==> config.mk <==
export PLATFORM = sky130hd
export DESIGN_NAME = lru_access_sequencer
export DESIGN_NICKNAME = d
export VERILOG_FILES = /design/src/rtl/lru_access_sequencer.sv
export SDC_FILE = /design/constraint.sdc
export NUM_CORES = 1
export LEC_CHECK = 0
export BUFFER_PORTS_ARGS = -buffer_cell sky130_fd_sc_hd__buf_2
export CAP_MARGIN = 30
export CORE_MARGIN = 3
export CORE_UTILIZATION = 42
export CTS_CLUSTER_SIZE = 20
export DETAILED_ROUTE_END_ITERATION = 10
export PLACE_DENSITY = 0.68
export SLEW_MARGIN = 15
export SYNTH_ARGS = -nofsm -noshare
export SYNTH_HDL_FRONTEND = slang
export SYNTH_SLANG_ARGS = --single-unit
==> constraint.sdc <==
create_clock -name clk_i -period 5.45 [get_ports clk_i]
set_input_delay 0.2725 -clock clk_i [delete_from_list [all_inputs] [get_ports clk_i]]
set_output_delay 0.2725 -clock clk_i [all_outputs]
set_load 0.01 [all_outputs]
==> src/rtl/lru_access_sequencer.sv <==
// Multi-cycle scan/update/done sequencer over a small fully-associative LRU key/value table.
// Optional hit/miss statistics counters are built only when LRU_SEQ_STATS_EN is defined.
module lru_access_sequencer #(
  parameter int unsigned ENTRIES = 4,
  parameter int unsigned KEY_W   = 4,
  parameter int unsigned DATA_W  = 8
) (
  input  logic              clk_i,
  input  logic              rst_i,
  input  logic [2:0]        state_i,
  input  logic              set_i,
  input  logic [KEY_W-1:0]  key_i,
  input  logic [DATA_W-1:0] data_i,
  output logic              busy_o,
  output logic              done_o,
  output logic              hit_o,
  output logic [DATA_W-1:0] data_o,
  output logic              evict_o,
  output logic [KEY_W-1:0]  evict_key_o,
  output logic [7:0]        hit_cnt_o,
  output logic [7:0]        miss_cnt_o
);

  localparam int unsigned AW = $clog2(ENTRIES);
  localparam logic [AW-1:0] LAST = AW'(ENTRIES - 1);

  typedef enum logic [1:0] {IDLE, SCAN, UPDATE, DONE} state_t;
  state_t state, state_next;

  logic              valid_mem [ENTRIES];
  logic [KEY_W-1:0]  key_mem   [ENTRIES];
  logic [DATA_W-1:0] data_mem  [ENTRIES];
  logic [AW-1:0]     age_mem   [ENTRIES];

  logic              set_prev;
  logic              op_wr;
  logic [KEY_W-1:0]  req_key;
  logic [DATA_W-1:0] req_data;
  logic [AW-1:0]     idx;
  logic              hit_found, inv_found;
  logic [AW-1:0]     hit_idx, inv_idx, lru_idx;

  logic              hit_r, evict_r;
  logic [DATA_W-1:0] data_r;
  logic [KEY_W-1:0]  evict_key_r;

  logic              mode_ok, capture;
  logic [AW-1:0]     victim, target;
  logic              touch, evict_now;

  assign mode_ok = (state_i == 3'b010) || (state_i == 3'b001);
  assign capture = (state == IDLE) && set_i && !set_prev && mode_ok;

  always_ff @(posedge clk_i) begin
    if (rst_i) state <= IDLE;
    else       state <= state_next;
  end

  always_comb begin
    state_next = state;
    case (state)
      IDLE:    if (capture) state_next = SCAN;
      SCAN:    if (idx == LAST) state_next = UPDATE;
      UPDATE:  state_next = DONE;
      DONE:    state_next = IDLE;
      default: state_next = IDLE;
    endcase
  end

  always_comb begin
    busy_o = (state != IDLE);
    done_o = (state == DONE);
  end

  always_comb begin
    victim    = inv_found ? inv_idx : lru_idx;
    target    = hit_found ? hit_idx : victim;
    touch     = hit_found || op_wr;
    evict_now = op_wr && !hit_found && valid_mem[victim];
  end

  always_ff @(posedge clk_i) begin
    if (rst_i) begin
      set_prev    <= 1'b0;
      op_wr       <= 1'b0;
      req_key     <= '0;
      req_data    <= '0;
      idx         <= '0;
      hit_found   <= 1'b0;
      inv_found   <= 1'b0;
      hit_idx     <= '0;
      inv_idx     <= '0;
      lru_idx     <= '0;
      hit_r       <= 1'b0;
      data_r      <= '0;
      evict_r     <= 1'b0;
      evict_key_r <= '0;
      for (int unsigned j = 0; j < ENTRIES; j++) begin
        valid_mem[j] <= 1'b0;
        key_mem[j]   <= '0;
        data_mem[j]  <= '0;
        age_mem[j]   <= AW'(j);
      end
    end else begin
      set_prev <= set_i;
      case (state)
        IDLE: if (capture) begin
          op_wr     <= (state_i == 3'b010);
          req_key   <= key_i;
          req_data  <= data_i;
          idx       <= '0;
          hit_found <= 1'b0;
          inv_found <= 1'b0;
        end
        SCAN: begin
          if (valid_mem[idx] && key_mem[idx] == req_key && !hit_found) begin
            hit_found <= 1'b1;
            hit_idx   <= idx;
          end
          if (!valid_mem[idx] && !inv_found) begin
            inv_found <= 1'b1;
            inv_idx   <= idx;
          end
          if (age_mem[idx] == LAST) lru_idx <= idx;
          idx <= idx + AW'(1);
        end
        UPDATE: begin
          // Write hit rewrites the same key, so one write path serves hit and allocate.
          if (op_wr) begin
            valid_mem[target] <= 1'b1;
            key_mem[target]   <= req_key;
            data_mem[target]  <= req_data;
          end
          if (touch) begin
            for (int unsigned j = 0; j < ENTRIES; j++) begin
              if (AW'(j) == target)
                age_mem[j] <= '0;
              else if (age_mem[j] < age_mem[target])
                age_mem[j] <= age_mem[j] + AW'(1);
            end
          end
          hit_r       <= hit_found;
          data_r      <= (!op_wr && hit_found) ? data_mem[hit_idx] : '0;
          evict_r     <= evict_now;
          evict_key_r <= evict_now ? key_mem[victim] : '0;
        end
        default: ;
      endcase
    end
  end

  assign hit_o       = hit_r;
  assign data_o      = data_r;
  assign evict_o     = evict_r;
  assign evict_key_o = evict_key_r;

`ifdef LRU_SEQ_STATS_EN
  logic [7:0] hit_cnt, miss_cnt;

  always_ff @(posedge clk_i) begin
    if (rst_i) begin
      hit_cnt  <= '0;
      miss_cnt <= '0;
    end else if (state == UPDATE) begin
      if (hit_found) begin
        if (hit_cnt != 8'hFF) hit_cnt <= hit_cnt + 8'd1;
      end else begin
        if (miss_cnt != 8'hFF) miss_cnt <= miss_cnt + 8'd1;
      end
    end
  end

  assign hit_cnt_o  = hit_cnt;
  assign miss_cnt_o = miss_cnt;
`else
  assign hit_cnt_o  = '0;
  assign miss_cnt_o = '0;
`endif

endmodule

==> results.py, run 1 <==
metrics = {
    "yosys": {
        "netlist_area_um2": 4920,
        "netlist_top_cells_area": "edfxtp_1, dfxtp_1, mux4_2, nor2_1, mux2i_1",
        "ys_warn_count": 0,
        "syn_inst": 433,
        "synth_top_area_frac": 0.366,
        "avgSynthCellArea_um2": 11.4,
        "synth_edf_count": 60,
        "synth.most_common_cell": "nor2_1",
        "ys_types": 48,
        "synth_seq_area_share": 0.545,
        "async_flop_share": 0,
        "synthFlopType": "edfxtp_1",
        "synth_commonest_cells": "nor2_1, edfxtp_1, dfxtp_1",
        "synth_top_area_cell": "edfxtp_1",
        "ys_seq_elements": 104,
    },
    "clocking": {
        "clock_latency_ns": 0.35,
        "clk_path_buf_depth": 2,
        "cts_buffers": 9,
        "cts_setup_buffers": 0,
        "cts_resized": 0,
        "root_buffer": "clkbuf_16",
        "cts_hold_buf": 0,
        "clock_sinks": 104,
        "h-tree-depth": 3,
        "clkTransAtPathRegs_ns": 0.07,
        "cts_tree": "done",
    },
    "floorplanning": {
        "die_area_um2": 13000,
        "start_util": 0.442,
        "rows": 38,
        "die_y_um": 114,
        "core_um2": 11100,
        "die_w_um": 114,
        "ios": 50,
    },
    "drt": {
        "route.detailed.drc": 0,
        "num_vias": 3206,
        "viasPerCell": 5.31,
        "wire_per_inst_um": 16.7,
        "ant_nets": 0,
        "drtPass1Iterations": 5,
        "totalWireLength_mm": 10.1,
        "dr.first_iter.drc_count": 166,
    },
    "flow_run": {
        "cap_violations": 0,
    },
    "timing": {
        "relSlewSlack": 0.482,
        "rsz0062_at_grt": "no",
        "period_minus_slack_ns": 2.80,
        "fmaxAchievable_ghz": 0.357,
        "period_share": 0.514,
        "setup-violations-final": 0,
        "setup_tns_ns": 0,
        "finalHoldViolCount": 0,
        "worst_pin_slew_ns": 0.777,
        "fin_worst_skew_ns": 0.00989,
        "slew_viol_final": 0,
    },
    "worst_hold_path": {
        "hp-class": "primary input to flop",
        "min_from": "key_i[2]",
    },
    "setup_path": {
        "cpMaxStageDelayCell": "ha_1",
        "critPathArrivalTime_ns": 2.82,
        "path_cells": "inv_1, ha_1, o21ai_0, or2_2, nor3_1, a2bb2oi_1, o221ai_1",
        "endpoint_kind": "flop",
        "path_buf_inv": 1,
        "r2r-start": "state[0]",
        "cp-start-kind": "flop",
        "critical_path_class": "flop to flop",
        "cp_top_family": "adder cells",
        "crit_start": "state[0]",
        "crit_path_max_fanout": 19,
        "cpPeakStageDelay_ns": 0.67,
        "cp.required_ns": 5.47,
    },
    "grt": {
        "grt_max_degree": 52,
        "grt_pass1_wl_mm": 16.5,
        "overflow": 0,
        "antenna_found_initial": 0,
        "track_usage": 0.163,
        "grt_pass1_vias": 3241,
    },
    "cells_and_area": {
        "final_util": 0.489,
        "fillers": 999,
        "drive_above_1_share": 0.177,
        "seqCellArea_um2": 2680,
        "syn2layout_area_growth_pct": 10.6,
        "nets": 483,
        "diodes": 0,
        "multiInputGateArea_um2": 2000,
    },
    "power_and_ir_drop": {
        "power.density_nw_per_um2": 310,
        "leakage_nw": 2.20,
        "ir_drop_v": 0.000241,
        "power_w": 0.00169,
    },
    "placed_design": {
        "io_buffers": 33,
        "dpl.hpwl_mm": 6.79,
        "gp_congestion": 0.823,
    },
    "status": {
        "outcome": "finished, final reports clean",
    },
}
## power by group
group / total (W) / internal (W) / switching, W
Sequential: 0.000885 / 0.000857 / 0.0000279
Clock: 0.000629 / 0.000332 / 0.000297
Combinational: 0.000175 / 0.0000742 / 0.000100
Total: 0.00169 / 0.00126 / 0.000425
## sequential cells by signal (all words and copies together) (netlist names), 2 cells and up, named ones only
register,cells
age_mem,8
valid_mem,4
data_mem,32
key_mem,16
req_data,8
inv_idx,2
lru_idx,2
req_key,4
state,2
evict_key_o,4
hit_idx,2
data_o,8
idx,2
## cells by family (layout without fill, tap and decap cells)
family                     count (synthesis)  after routing  synth area share
and+or+nand+nor                          157            157             0.144
DFF                                      104            104             0.545
buffers and inverters                     60             76            0.0600
AOI/OAI and AO/OA                         49             49            0.0593
muxes                                     49             49             0.162
adders and majority gates                  8              8            0.0193
xor gates and xnor gates                   5              5           0.00890
other                                      1             16          0.000762
## placed cells by master (no fill, tap or decap), drive strengths merged, types with 2 or more instances in the layout
cell | synthesis | layout
a211o | 3 | 3
a211oi | 3 | 3
a21oi | 23 | 23
a22oi | 2 | 2
buf | 19 | 35
clkbuf | 16 | 11
conb | 1 | 16
dfxtp | 44 | 44
edfxtp | 60 | 60
ha | 6 | 6
inv | 25 | 29
maj3 | 2 | 2
mux2 | 3 | 3
mux2i | 26 | 26
mux4 | 20 | 20
nand2 | 31 | 31
nand2b | 10 | 10
nand3 | 6 | 6
nor2 | 81 | 81
nor2b | 9 | 9
nor3 | 8 | 8
nor4 | 2 | 2
o21ai | 12 | 12
or2 | 5 | 5
xnor2 | 4 | 4
## worst paths after layout
kind              slack (ns)  cells past startpoint            end
setup / recovery        2.65                      7  age_mem[3][0]
hold / removal          0.16                      3     req_key[2]
setup reg to reg        2.65                      7  age_mem[3][0]
hold reg to reg         0.47                      2        evict_o
## metal layers
layer / global-route usage / share of wire
met3: 0.0402 / 0.054
met4: 0.0491 / 0.011
met5: 0 / 0
met2: 0.263 / 0.47
met1: 0.219 / 0.46
## final cells by class
class / instances / share of cell area
clock inverters: 5 / 0.00851
well taps: 140 / 0.0322
repair buffers: 35 / 0.0368
flip-flops and latches: 104 / 0.493
multi-input cells: 284 / 0.367
inverters: 25 / 0.0173
clock buffers: 11 / 0.0446
## through the flow
step	area, um2	setup WS, ns	instances	hold WS (ns)
CTS	5420	2.64	603	0.154
floorplan	4970	3.06	448	0.401
global placement	5110	2.67	586	0.460
detailed placement	5130	2.65	587	0.465
finish	5440	2.65	604	0.158
global route	5440	2.38	604	0.159
## worst reg2reg max path, cell delays in order (launching register included)
cell and delay [ns]:
dfxtp_1 0.33, inv_1 0.12, ha_1 0.68, o21ai_0 0.33
or2_2 0.42, nor3_1 0.25, a2bb2oi_1 0.09, o221ai_1 0.26
(Power assumes the default switching activity.)
==> inputs of run 2 (changes only) <==
--- a/config.mk
+++ b/config.mk
@@ -5,6 +5,7 @@
 export SDC_FILE = /design/constraint.sdc
 export NUM_CORES = 1
 export LEC_CHECK = 0
+export ABC_AREA = 1
 export BUFFER_PORTS_ARGS = -buffer_cell sky130_fd_sc_hd__buf_2
 export CAP_MARGIN = 30
 export CORE_MARGIN = 3
==> constraint.sdc (replaced) <==
create_clock -name clk_i -period 2.6 [get_ports clk_i]
set_input_delay 0.13 -clock clk_i [delete_from_list [all_inputs] [get_ports clk_i]]
set_output_delay 0.13 -clock clk_i [all_outputs]
set_load 0.01 [all_outputs]
==> run 2 against run 1 <==
Cell count up 32%. Setup slack worse by 2.4 ns. Critical path type unchanged. Wire length up 16%. Clock power up 100%. Clock skew down 0.0053 ns. Global-route usage up 2.3 points. Via count up 28%. Die area up 3.6%. Synthesized cell count up 42%.
==> results.py, run 2 <==
metrics = {
    "setup_path": {
        "reg2regPathDepth": 9,
        "cp-start-kind": "flop",
        "cp.required_ns": 2.66,
        "critical_path_class": "flop to flop",
        "critPathArrivalTime_ns": 2.38,
        "r2r_end": "data_mem[2][0]",
        "r2r-start": "inv_found",
        "crit_path_max_fanout": 14,
        "endpoint_kind": "flop",
        "r2r_slack_ns": 0.28,
    },
    "flow_run": {
        "cap_violations": 0,
    },
    "cells_and_area": {
        "multiInputGateArea_um2": 2000,
        "largest_reg_flops": 32,
        "largest_register": "data_mem",
        "nets": 671,
        "layout_commonest_cell": "nand2_1",
        "seqCellArea_um2": 2680,
        "final_util": 0.484,
        "diodes": 0,
        "stdcell_area_um2": 5650,
        "fillers": 1138,
        "top_regs": "data_mem: 32 flops, key_mem: 16 flops",
        "drive_above_1_share": 0.137,
        "syn2layout_area_growth_pct": 10.6,
        "layout_common_cells": "nand2_1, nor2_1, edfxtp_1, inv_1",
    },
    "yosys": {
        "ys_seq_elements": 104,
        "synth.most_common_cell": "nand2_1",
        "synthFlopType": "edfxtp_1",
        "syn_inst": 613,
        "synth_edf_count": 60,
        "ys_types": 38,
        "netlist_area_um2": 5110,
        "avgSynthCellArea_um2": 8.33,
        "netlist_top_cells_area": "edfxtp_1, dfxtp_1, nand2_1, nor2_1, a21oi_1",
        "async_flop_share": 0,
        "synth_top_area_frac": 0.353,
        "synth_top_area_cell": "edfxtp_1",
        "synth_commonest_cells": "nand2_1, nor2_1, edfxtp_1",
        "synth_seq_area_share": 0.525,
        "ys_warn_count": 0,
    },
    "drt": {
        "route.detailed.drc": 0,
        "wire_per_inst_um": 14.7,
        "viasPerCell": 5.15,
        "ant_nets": 0,
        "totalWireLength_mm": 11.7,
        "num_vias": 4092,
        "dr.first_iter.drc_count": 284,
        "drtPass1Iterations": 6,
    },
    "floorplanning": {
        "rows": 39,
        "die_y_um": 116,
        "core_um2": 11700,
        "die_w_um": 116,
        "start_util": 0.438,
        "die_area_um2": 13500,
        "ios": 50,
    },
    "timing": {
        "worst_pin_slew_ns": 0.583,
        "relSlewSlack": 0.610,
        "fin_worst_skew_ns": 0.00459,
        "period_minus_slack_ns": 2.32,
        "fmaxAchievable_ghz": 0.431,
        "setup-violations-final": 0,
        "rsz0062_at_grt": "no",
        "finalHoldViolCount": 0,
        "period_share": 0.891,
        "setup_tns_ns": 0,
        "slew_viol_final": 0,
    },
    "worst_hold_path": {
        "hp-class": "primary input to flop",
        "hold_path_depth": 3,
        "min_to": "req_key[0]",
        "min_from": "key_i[0]",
    },
    "grt": {
        "grt_pass1_wl_mm": 19.2,
        "overflow": 0,
        "track_usage": 0.186,
        "grt_pass1_vias": 3737,
        "grt_max_degree": 28,
        "antenna_found_initial": 0,
    },
    "clocking": {
        "clock_latency_ns": 0.35,
        "cts_setup_buffers": 0,
        "clkTransAtPathRegs_ns": 0.07,
        "cts_hold_buf": 1,
        "cts_buffers": 9,
        "h-tree-depth": 3,
        "root_buffer": "clkbuf_16",
        "cts_resized": 0,
        "cts_tree": "done",
        "clk_path_buf_depth": 2,
        "clock_sinks": 104,
    },
    "power_and_ir_drop": {
        "leakage_nw": 2.31,
        "ir_drop_v": 0.000388,
        "power.density_nw_per_um2": 693,
    },
    "status": {
        "outcome": "finished, final reports clean",
    },
    "placed_design": {
        "dpl.hpwl_mm": 8.86,
        "gp_congestion": 0.835,
        "place_area_um2": 5360,
        "io_buffers": 33,
    },
}
run 2: per-layer routing:
layer / share of wire / global-route usage / vias to the layer above
li1: - / - / 2037
met1: 0.48 / 0.280 / 1861
met2: 0.41 / 0.261 / 178
met3: 0.087 / 0.0326 / 16
met4: 0.021 / 0.0820 / 0
met5: 0 / 0 / -
run 2: logic make-up (layout without fill, tap and decap cells):
kind of cell,Yosys count,in the layout,synth area share
AND/OR/NAND/NOR,292,292,0.243
AO/OA/AOI/OAI,105,105,0.115
buffers and inverters,101,125,0.0934
other,1,16,0.000734
XOR/XNOR,4,4,0.00833
flip-flops,104,104,0.525
adder cells (fa/ha/maj),6,6,0.0147
run 2: layout make-up:
cell class | count | share of cell area
repair buffers | 45 | 0.0457
inverters | 64 | 0.0430
clock buffers | 10 | 0.0406
multi-input cells | 423 | 0.355
well taps | 143 | 0.0317
flip-flops and latches | 104 | 0.475
clock inverters | 6 | 0.00909
run 2: how the worst max path moves through the flow:
stage / to / cells past startpoint / slack, ns / startpoint
detailed placement: data_mem[2][1] / 9 / 0.32 / inv_found
global route: valid_mem[2] / 9 / 0.06 / inv_found
CTS: data_mem[2][0] / 9 / 0.31 / inv_found
finish: data_mem[2][0] / 9 / 0.28 / inv_found
floorplan: data_mem[1][0] / 8 / 0.14 / inv_found
global placement: data_mem[2][6] / 9 / 0.39 / inv_found
run 2: power breakdown:
group,leakage [nW],internal [W],switching [W]
Clock,0.139,0.000663,0.000618
Combinational,1.21,0.000222,0.000521
Sequential,0.961,0.00182,0.0000642
run 2: critical path, cell delays in order (launching register included):
cell,delay [ns]
dfxtp_1,0.43
inv_2,0.07
nand2_1,0.06
nand2_1,0.20
nand2_1,0.17
nand2_2,0.11
nor2_2,0.23
inv_1,0.24
o21ai_0,0.29
buf_4,0.24
run 2: stage by stage:
stage / hold WS [ns] / total power, W / cells / setup slack [ns]
2_1_floorplan: 0.255 / 0.00249 / 628 / 0.144
3_3_place_gp: 0.349 / 0.00264 / 778 / 0.390
3_5_place_dp: 0.358 / 0.00266 / 778 / 0.322
4_1_cts: 0.0470 / 0.00393 / 795 / 0.314
5_1_grt: 0.0705 / 0.00411 / 795 / 0.0624
6_report: 0.0513 / 0.00391 / 795 / 0.282
==> inputs of run 3 (changes only) <==
--- a/config.mk
+++ b/config.mk
@@ -8,11 +8,12 @@
 export ABC_AREA = 1
 export BUFFER_PORTS_ARGS = -buffer_cell sky130_fd_sc_hd__buf_2
 export CAP_MARGIN = 30
-export CORE_MARGIN = 3
+export CORE_MARGIN = 4
 export CORE_UTILIZATION = 42
 export CTS_CLUSTER_SIZE = 20
 export DETAILED_ROUTE_END_ITERATION = 10
 export PLACE_DENSITY = 0.68
+export SKIP_LAST_GASP = 1
 export SLEW_MARGIN = 15
 export SYNTH_ARGS = -nofsm -noshare
 export SYNTH_HDL_FRONTEND = slang
==> run 3 against run 2 <==
Die area up 3.5%. Maximum frequency up 1.8%. Clock-buffer cell count unchanged. Clock skew up 0.00081 ns. Global-route usage down 1.2 points. Total power up 1.0%. Critical endpoint is now data_mem[3][7]. Largest power group unchanged. Highest routed layer unchanged.
==> results.py, run 3 (synthesis results as in run 2) <==
metrics = {
    "worst_hold_path": {
        "hp-class": "primary input to flop",
    },
    "drt": {
        "maxUsedRoutingLayer": "met4",
        "ant_nets": 0,
        "wire_per_inst_um": 14.9,
        "wl_met2_mm": 4.80,
        "num_vias": 4073,
        "wl_met3_um": 860,
        "totalWireLength_mm": 11.9,
        "viasPerCell": 5.10,
        "drtPass1Iterations": 6,
        "route.detailed.drc": 0,
        "drt-met1-wl_mm": 5.95,
        "dr.first_iter.drc_count": 283,
    },
    "floorplanning": {
        "die_w_um": 118,
        "die_y_um": 118,
        "ios": 50,
        "rows": 40,
        "start_util": 0.427,
        "core_um2": 12000,
        "die_area_um2": 14000,
    },
    "cells_and_area": {
        "stdcell_area_um2": 5650,
        "seqCellArea_um2": 2680,
        "multiInputGateArea_um2": 2000,
        "layout_common_cells": "nand2_1, nor2_1, edfxtp_1, inv_1",
        "fillers": 1173,
        "nets": 671,
        "drive_above_1_share": 0.137,
        "top_regs": "data_mem: 32 flops, key_mem: 16 flops",
        "largest_reg_flops": 32,
        "largest_register": "data_mem",
        "layout_commonest_cell": "nand2_1",
        "diodes": 0,
        "syn2layout_area_growth_pct": 10.7,
    },
    "grt": {
        "overflow": 0,
        "track_usage": 0.174,
        "grt_pass1_wl_mm": 19.6,
        "grt_max_degree": 28,
        "antenna_found_initial": 0,
        "grt_pass1_vias": 3785,
    },
    "power_and_ir_drop": {
        "p_sw_w": 0.00124,
        "leakage_nw": 2.30,
        "p_int_w": 0.00271,
        "p_sw_frac": 0.314,
        "power.share.clock": 0.331,
        "seqPwrFrac": 0.477,
        "ir_drop_v": 0.000291,
        "power.density_nw_per_um2": 699,
        "p_comb_frac": 0.192,
    },
    "timing": {
        "period_minus_slack_ns": 2.28,
        "setup_tns_ns": 0,
        "finalHoldViolCount": 0,
        "period_share": 0.876,
        "worst_pin_slew_ns": 0.609,
        "setup-violations-final": 0,
        "fin_worst_skew_ns": 0.00540,
        "fmaxAchievable_ghz": 0.439,
        "rsz0062_at_grt": "no",
        "relSlewSlack": 0.593,
        "slew_viol_final": 0,
    },
    "setup_path": {
        "cpMostUsedCell": "nand2_1",
        "cp_top_family": "simple AND/OR/NAND/NOR gates",
        "critical_path_class": "flop to flop",
        "cp.required_ns": 2.59,
        "path_cells": "inv_2, nand2_1, nand2_1, nand2_1, nand2_4, nor2_1, nand2_1, nand2_1",
        "endpoint_kind": "flop",
        "path_buf_inv": 1,
        "crit_path_max_fanout": 13,
        "cp-start-kind": "flop",
        "cpPeakStageDelay_ns": 0.47,
        "critPathArrivalTime_ns": 2.26,
        "cpMaxStageDelayCell": "nand2_1",
    },
    "clocking": {
        "clk_path_buf_depth": 2,
        "clock_latency_ns": 0.35,
        "h-tree-depth": 3,
        "cts_resized": 0,
        "cts_tree": "done",
        "cts_buffers": 9,
        "root_buffer": "clkbuf_16",
        "clock_sinks": 104,
        "clkTransAtPathRegs_ns": 0.07,
    },
    "status": {
        "outcome": "finished, final reports clean",
    },
    "placed_design": {
        "io_buffers": 33,
        "dpl.hpwl_mm": 8.91,
        "gp_congestion": 0.932,
        "place_area_um2": 5360,
    },
    "flow_run": {
        "cap_violations": 0,
    },
}
-- run 3: cell count changes in the layout (fill, tap and decap cells not counted), sizes merged --
| cell | previous run | this run |
|---|---|---|
| clkinvlp | 0 | 1 |
| clkinv | 5 | 4 |
-- run 3: metrics by stage --
step | instances | util | power [W] | hold WS, ns | worst slack (ns)
detailed placement | 782 | 0.448 | 0.00267 | 0.359 | 0.358
finish | 799 | 0.473 | 0.00395 | 0.0590 | 0.322
global placement | 782 | 0.448 | 0.00266 | 0.349 | 0.361
CTS | 799 | 0.473 | 0.00396 | 0.0562 | 0.350
floorplan | 628 | - | 0.00249 | 0.255 | 0.144
global route | 799 | 0.473 | 0.00415 | 0.0799 | 0.166
-- run 3: layout make-up --
type / instances / area share
sequential: 104 / 0.474
multi-input combinational: 423 / 0.354
inverter: 64 / 0.0429
tap: 147 / 0.0325
timing repair buffer: 45 / 0.0456
clock inverter: 6 / 0.00974
clock buffer: 10 / 0.0405
-- run 3: routing by layer --
layer | up-vias | GRT usage
met2 | 166 | 0.240
met3 | 18 | 0.0282
met1 | 1847 | 0.268
met5 | - | 0
li1 | 2042 | -
met4 | 0 | 0.0718
-- run 3: path summary, 6_finish.rpt --
check | start | to | slack, ns | depth (start not counted)
setup / recovery | inv_found | data_mem[3][7] | 0.32 | 8
hold / removal | data_i[5] | req_data[5] | 0.06 | 3
setup reg to reg | inv_found | data_mem[3][7] | 0.32 | 8
hold reg to reg | req_data[2] | req_data[2] | 0.46 | 2
-- run 3: timing repair --
action                    CTS  global route
hold endpoints to repair    1             0
hold buffers                1             0
setup buffers               0             0
-- run 3: worst reg2reg max path: stages, from the launching register on --
cell,delay (ns)
dfxtp_1,0.44
inv_2,0.07
nand2_1,0.06
nand2_1,0.21
nand2_1,0.19
nand2_4,0.10
nor2_1,0.31
nand2_1,0.09
nand2_1,0.47
-- run 3: power groups by stage --
stage	registers [W]	logic [W]	clock network, W
floorplan	0.00190	0.000590	0
global placement	0.00192	0.000740	0
detailed placement	0.00192	0.000750	0
CTS	0.00188	0.000757	0.00132
global route	0.00190	0.000854	0.00140
finish	0.00188	0.000759	0.00131
